[src/rtl/muldiv_unit.sv]
// Iterative RV32M multiply/divide unit: shift-add multiply, restoring divide,
// one iteration per clock, with fast paths for divide-by-zero and signed overflow.
module muldiv_unit #(
    parameter int XLEN  = 32,
    parameter int CNT_W = 6
) (
    input  logic            clk,
    input  logic            rst,
    input  logic            start,
    input  logic [2:0]      op,
    input  logic [XLEN-1:0] a,
    input  logic [XLEN-1:0] b,
    output logic            busy,
    output logic            stall,
    output logic            done,
    output logic [XLEN-1:0] result
);

    typedef enum logic [1:0] {IDLE, CALC, DONE} state_t;

    localparam logic [2:0] OP_MUL    = 3'b000;
    localparam logic [2:0] OP_MULH   = 3'b001;
    localparam logic [2:0] OP_MULHSU = 3'b010;
    localparam logic [2:0] OP_DIV    = 3'b100;
    localparam logic [2:0] OP_REM    = 3'b110;

    localparam logic [XLEN-1:0] INT_MIN = {1'b1, {(XLEN-1){1'b0}}};

    state_t              state;
    logic [CNT_W-1:0]    cnt;
    logic [2:0]          op_q;
    logic                neg_q;     // product / quotient sign
    logic                neg_r;     // remainder sign
    logic [2*XLEN-1:0]   acc;       // product or partial remainder
    logic [2*XLEN-1:0]   x;         // shifting multiplicand or dividend
    logic [XLEN-1:0]     y;         // shifting multiplier or quotient being built
    logic [XLEN-1:0]     dvs;

    // Operand decode for the cycle start is seen in IDLE.
    logic            a_sgn, b_sgn;
    logic [XLEN-1:0] a_mag, b_mag;
    logic            div_zero, div_ovf;
    logic [XLEN-1:0] fast_res;

    assign a_sgn    = a[XLEN-1] & (op == OP_MULH || op == OP_MULHSU || op == OP_DIV || op == OP_REM);
    assign b_sgn    = b[XLEN-1] & (op == OP_MULH || op == OP_DIV || op == OP_REM);
    assign a_mag    = a_sgn ? -a : a;
    assign b_mag    = b_sgn ? -b : b;
    assign div_zero = op[2] && (b == '0);
    assign div_ovf  = op[2] && !op[0] && (a == INT_MIN) && (b == '1);
    assign fast_res = div_zero ? (op[1] ? a : '1) : (op[1] ? '0 : INT_MIN);

    // One datapath step, shared by multiply and divide.
    logic [2*XLEN-1:0] acc_nx, x_nx, rem_sh;
    logic [XLEN-1:0]   y_nx;

    // NOTE: every always_comb output gets a default first so no path can infer a latch.
    always_comb begin
        acc_nx = acc;
        x_nx   = x << 1;
        y_nx   = y;
        rem_sh = '0;
        if (op_q[2]) begin
            rem_sh = {acc[2*XLEN-2:0], x[XLEN-1]};
            if (rem_sh >= {{XLEN{1'b0}}, dvs}) begin
                acc_nx = rem_sh - {{XLEN{1'b0}}, dvs};
                y_nx   = {y[XLEN-2:0], 1'b1};
            end else begin
                acc_nx = rem_sh;
                y_nx   = {y[XLEN-2:0], 1'b0};
            end
        end else begin
            acc_nx = acc + (y[0] ? x : '0);
            y_nx   = y >> 1;
        end
    end

    // Sign fix-up happens once, on the value produced by the final iteration.
    logic [2*XLEN-1:0] prod;
    logic [XLEN-1:0]   quo, rmd, final_res;

    always_comb begin
        prod = neg_q ? -acc_nx : acc_nx;
        quo  = neg_q ? -y_nx : y_nx;
        rmd  = neg_r ? -acc_nx[XLEN-1:0] : acc_nx[XLEN-1:0];
        if (op_q[2])
            final_res = op_q[1] ? rmd : quo;
        else
            final_res = (op_q[1:0] == 2'b00) ? prod[XLEN-1:0] : prod[2*XLEN-1:XLEN];
    end

    assign busy  = (state != IDLE);
    assign stall = (state == IDLE && start) || (state == CALC);

    // NOTE: sequential state uses non-blocking assignments only; the async reset
    // also clears the datapath registers so an aborted operation leaves no residue.
    always_ff @(posedge clk or posedge rst) begin
        if (rst) begin
            state  <= IDLE;
            cnt    <= '0;
            op_q   <= '0;
            neg_q  <= 1'b0;
            neg_r  <= 1'b0;
            acc    <= '0;
            x      <= '0;
            y      <= '0;
            dvs    <= '0;
            done   <= 1'b0;
            result <= '0;
        end else begin
            done <= 1'b0;
            case (state)
                IDLE: begin
                    if (start) begin
                        op_q  <= op;
                        neg_q <= a_sgn ^ b_sgn;
                        neg_r <= a_sgn;
                        cnt   <= '0;
                        acc   <= '0;
                        x     <= {{XLEN{1'b0}}, a_mag};
                        y     <= op[2] ? '0 : b_mag;
                        dvs   <= b_mag;
                        if (div_zero || div_ovf) begin
                            result <= fast_res;
                            done   <= 1'b1;
                            state  <= DONE;
                        end else begin
                            state <= CALC;
                        end
                    end
                end
                CALC: begin
                    acc <= acc_nx;
                    x   <= x_nx;
                    y   <= y_nx;
                    cnt <= cnt + CNT_W'(1);
                    if (cnt == CNT_W'(XLEN-1)) begin
                        result <= final_res;
                        done   <= 1'b1;
                        state  <= DONE;
                    end
                end
                DONE:    state <= IDLE;
                default: state <= IDLE;
            endcase
        end
    end

endmodule

[config.mk]
export PLATFORM = sky130hd
export DESIGN_NAME = muldiv_unit
export DESIGN_NICKNAME = d
export VERILOG_FILES = /design/src/rtl/muldiv_unit.sv
export SDC_FILE = /design/constraint.sdc
export NUM_CORES = 1
export LEC_CHECK = 0
export CORE_ASPECT_RATIO = 1.75
export CORE_MARGIN = 2
export CORE_UTILIZATION = 30
export DETAILED_ROUTE_END_ITERATION = 8
export PLACE_DENSITY = 0.45
export SLEW_MARGIN = 20
export SYNTH_ARGS = -nofsm -noshare
export SYNTH_HDL_FRONTEND = slang
export SYNTH_SLANG_ARGS = --single-unit
[constraint.sdc]
create_clock -name clk -period 9.65 [get_ports clk]
set_input_delay 1.4475 -clock clk [delete_from_list [all_inputs] [get_ports clk]]
set_output_delay 1.4475 -clock clk [all_outputs]
set_load 0.01 [all_outputs]
== Word-level counts from Yosys, hierarchy flattened ==
Cells that the tools add are included.
Cells by class
  add/sub/neg operators: 8
  multipliers: 0
  div/mod/pow operators: 0
  $lt $le $gt $ge: 1
  equal/unequal tests: 11
  shift operators: 0
  muxes and demuxes: 37
  bitwise logic cells: 3
  reductions and logical operators: 22
Operator list (count)
  32-bit 2-to-1 mux: 16
  64-bit 2-to-1 mux: 6
  64-bit case mux with 2 select lines: 2
  32-bit negator: 4
  32-bit case mux with 2 select lines: 2
  64-bit adder: 1
  32-bit == test (second input constant): 2
  64-bit by 32-bit greater-or-equal comparator with 1-bit output: 1
  64-bit negator: 1
  64-bit by 32-bit subtractor with 64-bit output: 1
  32-bit zero test: 1
  6-bit case mux with 2 select lines: 1
  1-bit logical OR: 7
  6-bit by 1-bit adder with 6-bit output (second input constant): 1
  3-bit == test (second input constant): 2
  6-bit by 5-bit == test with 1-bit output (second input constant): 1
  2-bit 2-to-1 mux: 3
  6-bit 2-to-1 mux: 1
  2-bit AND reduction: 3
  1-bit logical AND: 5
  2-bit zero test: 2
  1-bit 2-to-1 mux: 4
  2-bit by 1-bit inequality test with 1-bit output (second input constant): 2
  2-bit case mux with 2 select lines: 1
  10 further kinds: 12
Word-level totals
  register bits: 238
  bits in latches: 0
  RAM bits: 0
  bits in read-only memories: 0
  input bits: 70
  output and inout bits: 35
  logic and storage cells: 93
  memories: 0

== Longest topological paths before layout ==
  word-level depth: 9
  depth in mapped cells: 26
  gate-level depth less buffers: 22

== Least setup slack after synthesis ==
Ideal clock, no wire load.
  kind: reg2reg
  start: register op_q[2]
  end: register result[16]
  library setup time: 129 ps
  arrival time: 6009 ps
  data required time: 9521 ps
  slack: 3512 ps
  stages on the path, launching flop included: 22
  buffers on the path: 11
  clock period less this slack: 6138 ps
  cells stage by stage: dfrtp_1 -> buf_1 -> clkbuf_1 -> buf_1 -> clkbuf_1 -> clkbuf_1 -> buf_1 -> clkbuf_1 -> buf_1 -> clkbuf_1 -> mux2i_1 -> ha_1 -> nand3_1 -> or4_1 -> clkbuf_1 -> nor3_1 -> nand4b_1 -> clkbuf_1 -> nor3_1 -> mux2_2 -> a21oi_1 -> a211oi_1
On the way
  cells in the longest elaborated chain, start to end: 7
  elaborated cells between the ends (all ways): 13
  classes of those cells: add/sub: 3; mux: 10
RTL lines
  start: declaration: RTL line 31  | logic [2:0] op_q;
  start signal: assignment: RTL line 115  | op_q <= op;
  64-bit 2-to-1 mux / 32-bit 2-to-1 mux (equally long branches): RTL line 63  | if (op_q[2]) begin
  64-bit negator (tied with other cells): RTL line 83  | prod = neg_q ? -acc_nx : acc_nx;
  64-bit 2-to-1 mux (tied with other cells): RTL line 83
  32-bit 2-to-1 mux (on tied branches): RTL line 89, 87
  32-bit 2-to-1 mux *: RTL line 86  | if (op_q[2])
  32-bit 2-to-1 mux *: RTL line 137  | if (cnt == CNT_W'(XLEN-1)) begin
  32-bit case mux with 2 select lines *: RTL line 112  | case (state)
  end signal: assignment: RTL line 124  | result <= fast_res;
  end signal: assignment: RTL line 138  | result <= final_res;
  end: declaration: RTL line 16  | output logic [XLEN-1:0] result
Mark *: on every way between the ends. The rest lies on a longest branch, timed or not. The select of a mux whose other input is x is not followed.
A chain may end at the register's enable or synchronous reset.

== Worst setup path in the final report ==
  start: register acc[10]
  end: register result[24]
On the way
  cells in the longest elaborated chain, start to end: 9
  elaborated cells between the ends (all ways): 18
  classes of those cells: add/sub: 5; order compare: 1; mux: 12
RTL lines
  start: declaration: RTL line 34  | logic [2*XLEN-1:0] acc;
  start signal: assignment: RTL line 133  | acc <= acc_nx;
  64-bit by 32-bit subtractor with 64-bit output / 64-bit by 32-bit greater-or-equal comparator with 1-bit output (equally long branches): RTL line 66, 65
  64-bit 2-to-1 mux / 1-bit 2-to-1 mux (equally long branches): RTL line 65  | if (rem_sh >= {{XLEN{1'b0}}, dvs}) begin
  64-bit 2-to-1 mux / 32-bit 2-to-1 mux (equally long branches): RTL line 63
  64-bit negator (tied with other cells): RTL line 83
  64-bit 2-to-1 mux (tied with other cells): RTL line 83
  32-bit 2-to-1 mux (on tied branches): RTL line 89, 87
  32-bit 2-to-1 mux *: RTL line 86
  32-bit 2-to-1 mux *: RTL line 137
  32-bit case mux with 2 select lines *: RTL line 112
Marked as above.

==> flow_summary.yaml <==
sta:
  slew_viol_final: 0
  maxSlewHeadroom: 0.188
  finalCritPeriodShare: 0.775
  fmaxAchievable_mhz: 134
  period_needed_ns: 7.48
  setup_viol: 0
  hold_viol: 0
  tightest_slew_ns: 1.21
  tns_ns: 0
  finClkSkew_ns: 0.0299
  grt_setup_unrepaired: "no"
yosys:
  ys_types: 96
  synth_simple_gate_area_frac: 0.259
  synth_top_area_frac: 0.246
  syn_inst: 3287
  synth_warnings: 0
  yosys_most_used_dff: "dfrtp_1"
  synth_top_area_cell: "dfrtp_1"
  avgSynthCellArea_um2: 7.36
  synth_xor_area_frac: 0.0793
  synth_top_family_by_area: "compound AO/OA/AOI/OAI gates"
  synth.area.mux_share: 0.0369
  synthArstFlopShare: 1.00
  synth_edf_count: 0
  synth_fa_ha_area_frac: 0.0539
  synth_fp_nets: 3460
  synth_area_um2: 24200
  yosys-top-cells-area: "dfrtp_1 25%, nand2_1 7.0%, o21ai_0 7.0%"
  synth-compound-area-share: 0.275
  yosysSeqAreaShare: 0.246
  ys_ff_latch: 238
cells_and_area:
  syn_to_final_growth_pct: 12.6
  final_nets: 3433
  drive_gt1_frac: 0.0591
worst_setup_path:
  critPathSlowestCell: "nor2_1"
  cp-start-kind: "flip-flop"
  criticalPathCategory: "reg2reg"
  end_kind: "flip-flop"
  worstPathCellList: "ha_1, nand4_1, nor4_1, a211oi_1, nand4_1, buf_4, nor2_2, buf_4, nor2_1, a221o_1, nand3_1, nor4_4, nand4b_1, nor4_1, mux2i_1, o21ai_0, a221o_1"
  r2r_setup_slack_ns: 2.17
  worst_path_largest_cell_delay_ns: 0.95
  startpoint: "acc[10]"
  r2r_start: "acc[10]"
  worstPathMaxFanout: 21
  cp.arrival_ns: 8.00
  crit_required_ns: 10.17
detailed_routing:
  vias_per_cell: 6.17
  drt-pass1-iter-count: 6
  wl_per_cell_um: 30.9
  wl_mm: 134
  final_antenna_net_count: 0
  initialDrtViolationCount: 2296
  drc: 0
  via_count: 26700
global_route:
  grt_pass1_wl_mm: 191
  gr-total-overflow: 0
  track_usage: 0.316
  grt_max_degree: 137
  antenna_found_initial: 1
  grt_pass1_vias: 26800
clock_tree:
  cts_root_buffer: "clkbuf_16"
  h-tree-depth: 1
  post_cts_buffers: 0
  numCtsBuffers: 29
  cts_tree: "yes"
  clockBufferDepth: 3
  clk_pin_slew_worst_paths_ns: 0.07
  insertion_delay_ns: 0.63
  post_cts_resized: 0
  cts_sinks: 238
  postCtsHoldBufs: 0
die:
  ios: 105
  coreArea_um2: 79700
  start_util: 0.303
  die_h_um: 380
  rows: 137
  die_w_um: 219
  die-area_um2: 83000
place:
  hpwlAfterDp_mm: 106
  gp_congestion: 1.04
  port_buffers: 104
min_path:
  min_path_type: "reg2reg"
  worstHoldStart: "dvs[23]"
job:
  drv_cap: 0
outcome:
  run_status: "completed"
-- cell type report --
cell class,instances,area (µm²)
clock inverters,12,134
fillers,8639,52500
diodes,1,2.50
well taps,1042,1300
clock buffers,42,845
flip-flops and latches,238,5960
inverters,86,330
multi-input cells,2738,17100
repair buffers,167,1550
-- per-stage QoR --
step           area (µm²)  utilization  worst slack (ns)  cells  hold WS, ns
2_1_floorplan       24200            -              1.67   3287        0.448
3_3_place_gp        26200        0.329              2.43   4270        0.462
3_5_place_dp        26200        0.329              2.28   4270        0.471
4_1_cts             27200        0.341              2.49   4324        0.480
5_1_grt             27200        0.342              1.93   4325        0.502
6_report            27200        0.342              2.17   4326        0.478
-- cells in the mapped netlist (10+ instances only) --
library cell,count
a2111oi_0,11
a211o_1,11
a211oi_1,40
a21boi_0,10
a21o_1,33
a21oi_1,245
a221oi_1,17
a22oi_1,36
a31oi_1,35
and2_1,80
and3_1,10
buf_1,14
clkbuf_1,203
dfrtp_1,238
ha_1,101
inv_1,85
mux2_2,17
mux2i_1,70
nand2_1,450
nand2b_1,28
nand3_1,120
nand4_1,81
nor2_1,245
nor2b_1,25
nor3_1,79
nor4_1,39
o211ai_1,21
o21a_1,29
o21ai_0,337
o21bai_1,17
o221ai_1,42
o22ai_1,14
o31ai_1,23
o41ai_1,14
or2_2,10
or3_1,30
or4_1,23
xnor2_1,129
xor2_1,90
-- routing by layer --
metal,part of all wire,vias to the layer above,global-route usage
met5,0,-,0
met4,0.11,0,0.291
met3,0.051,425,0.0358
met2,0.49,1202,0.546
met1,0.35,13000,0.331
li1,-,12000,-
-- final timing paths --
| kind | endpoint | cells past startpoint |
|---|---|---|
| worst max-delay path | result[24] | 17 |
| worst min-delay path | dvs[23] | 2 |
| worst max register to register | result[24] | 17 |
| worst min register to register | dvs[23] | 2 |
| max in group asynchronous | op_q[2] | 3 |
| min in group asynchronous | state[1] | 2 |
-- worst max-delay path, delay by kind of cell (launching register included) --
kind	cells	cell delay, ns
and+or+nand+nor	9	4.53
AOI/OAI and AO/OA	4	1.08
buffers and inverters	2	0.57
adders and majority gates	1	0.49
DFF	1	0.45
muxes	1	0.22
-- cell usage in the layout, fill, tap and decap left out, drive strengths merged, types with 63 or more instances in the layout --
cell type,Yosys,final
nor3,79,79
ha,101,101
nor2,246,246
nand3,120,120
a21oi,245,245
and2,80,80
clkdlybuf4s50,0,104
nand4,82,82
o21ai,341,341
xnor2,129,129
dfrtp,238,238
nand2,451,451
xor2,90,90
inv,85,87
mux2i,70,70
buf,22,63
-- state kept, by name (all words and copies together), names as in the netlist --
register	cells
neg_r	1
dvs	32
done	1
result	32
cnt	6
x	64
neg_q	1
state	2
acc	64
y	32
op_q	3
-- cells by family after synthesis --
family	count (synthesis)
AOI/OAI and AO/OA	1044
xor gates and xnor gates	219
adders and majority gates	103
buffers and inverters	311
DFF	238
muxes	87
and+or+nand+nor	1285
Power is not shown: default switching activity piles up to over one toggle a cycle in this logic, so the estimate is an artifact.
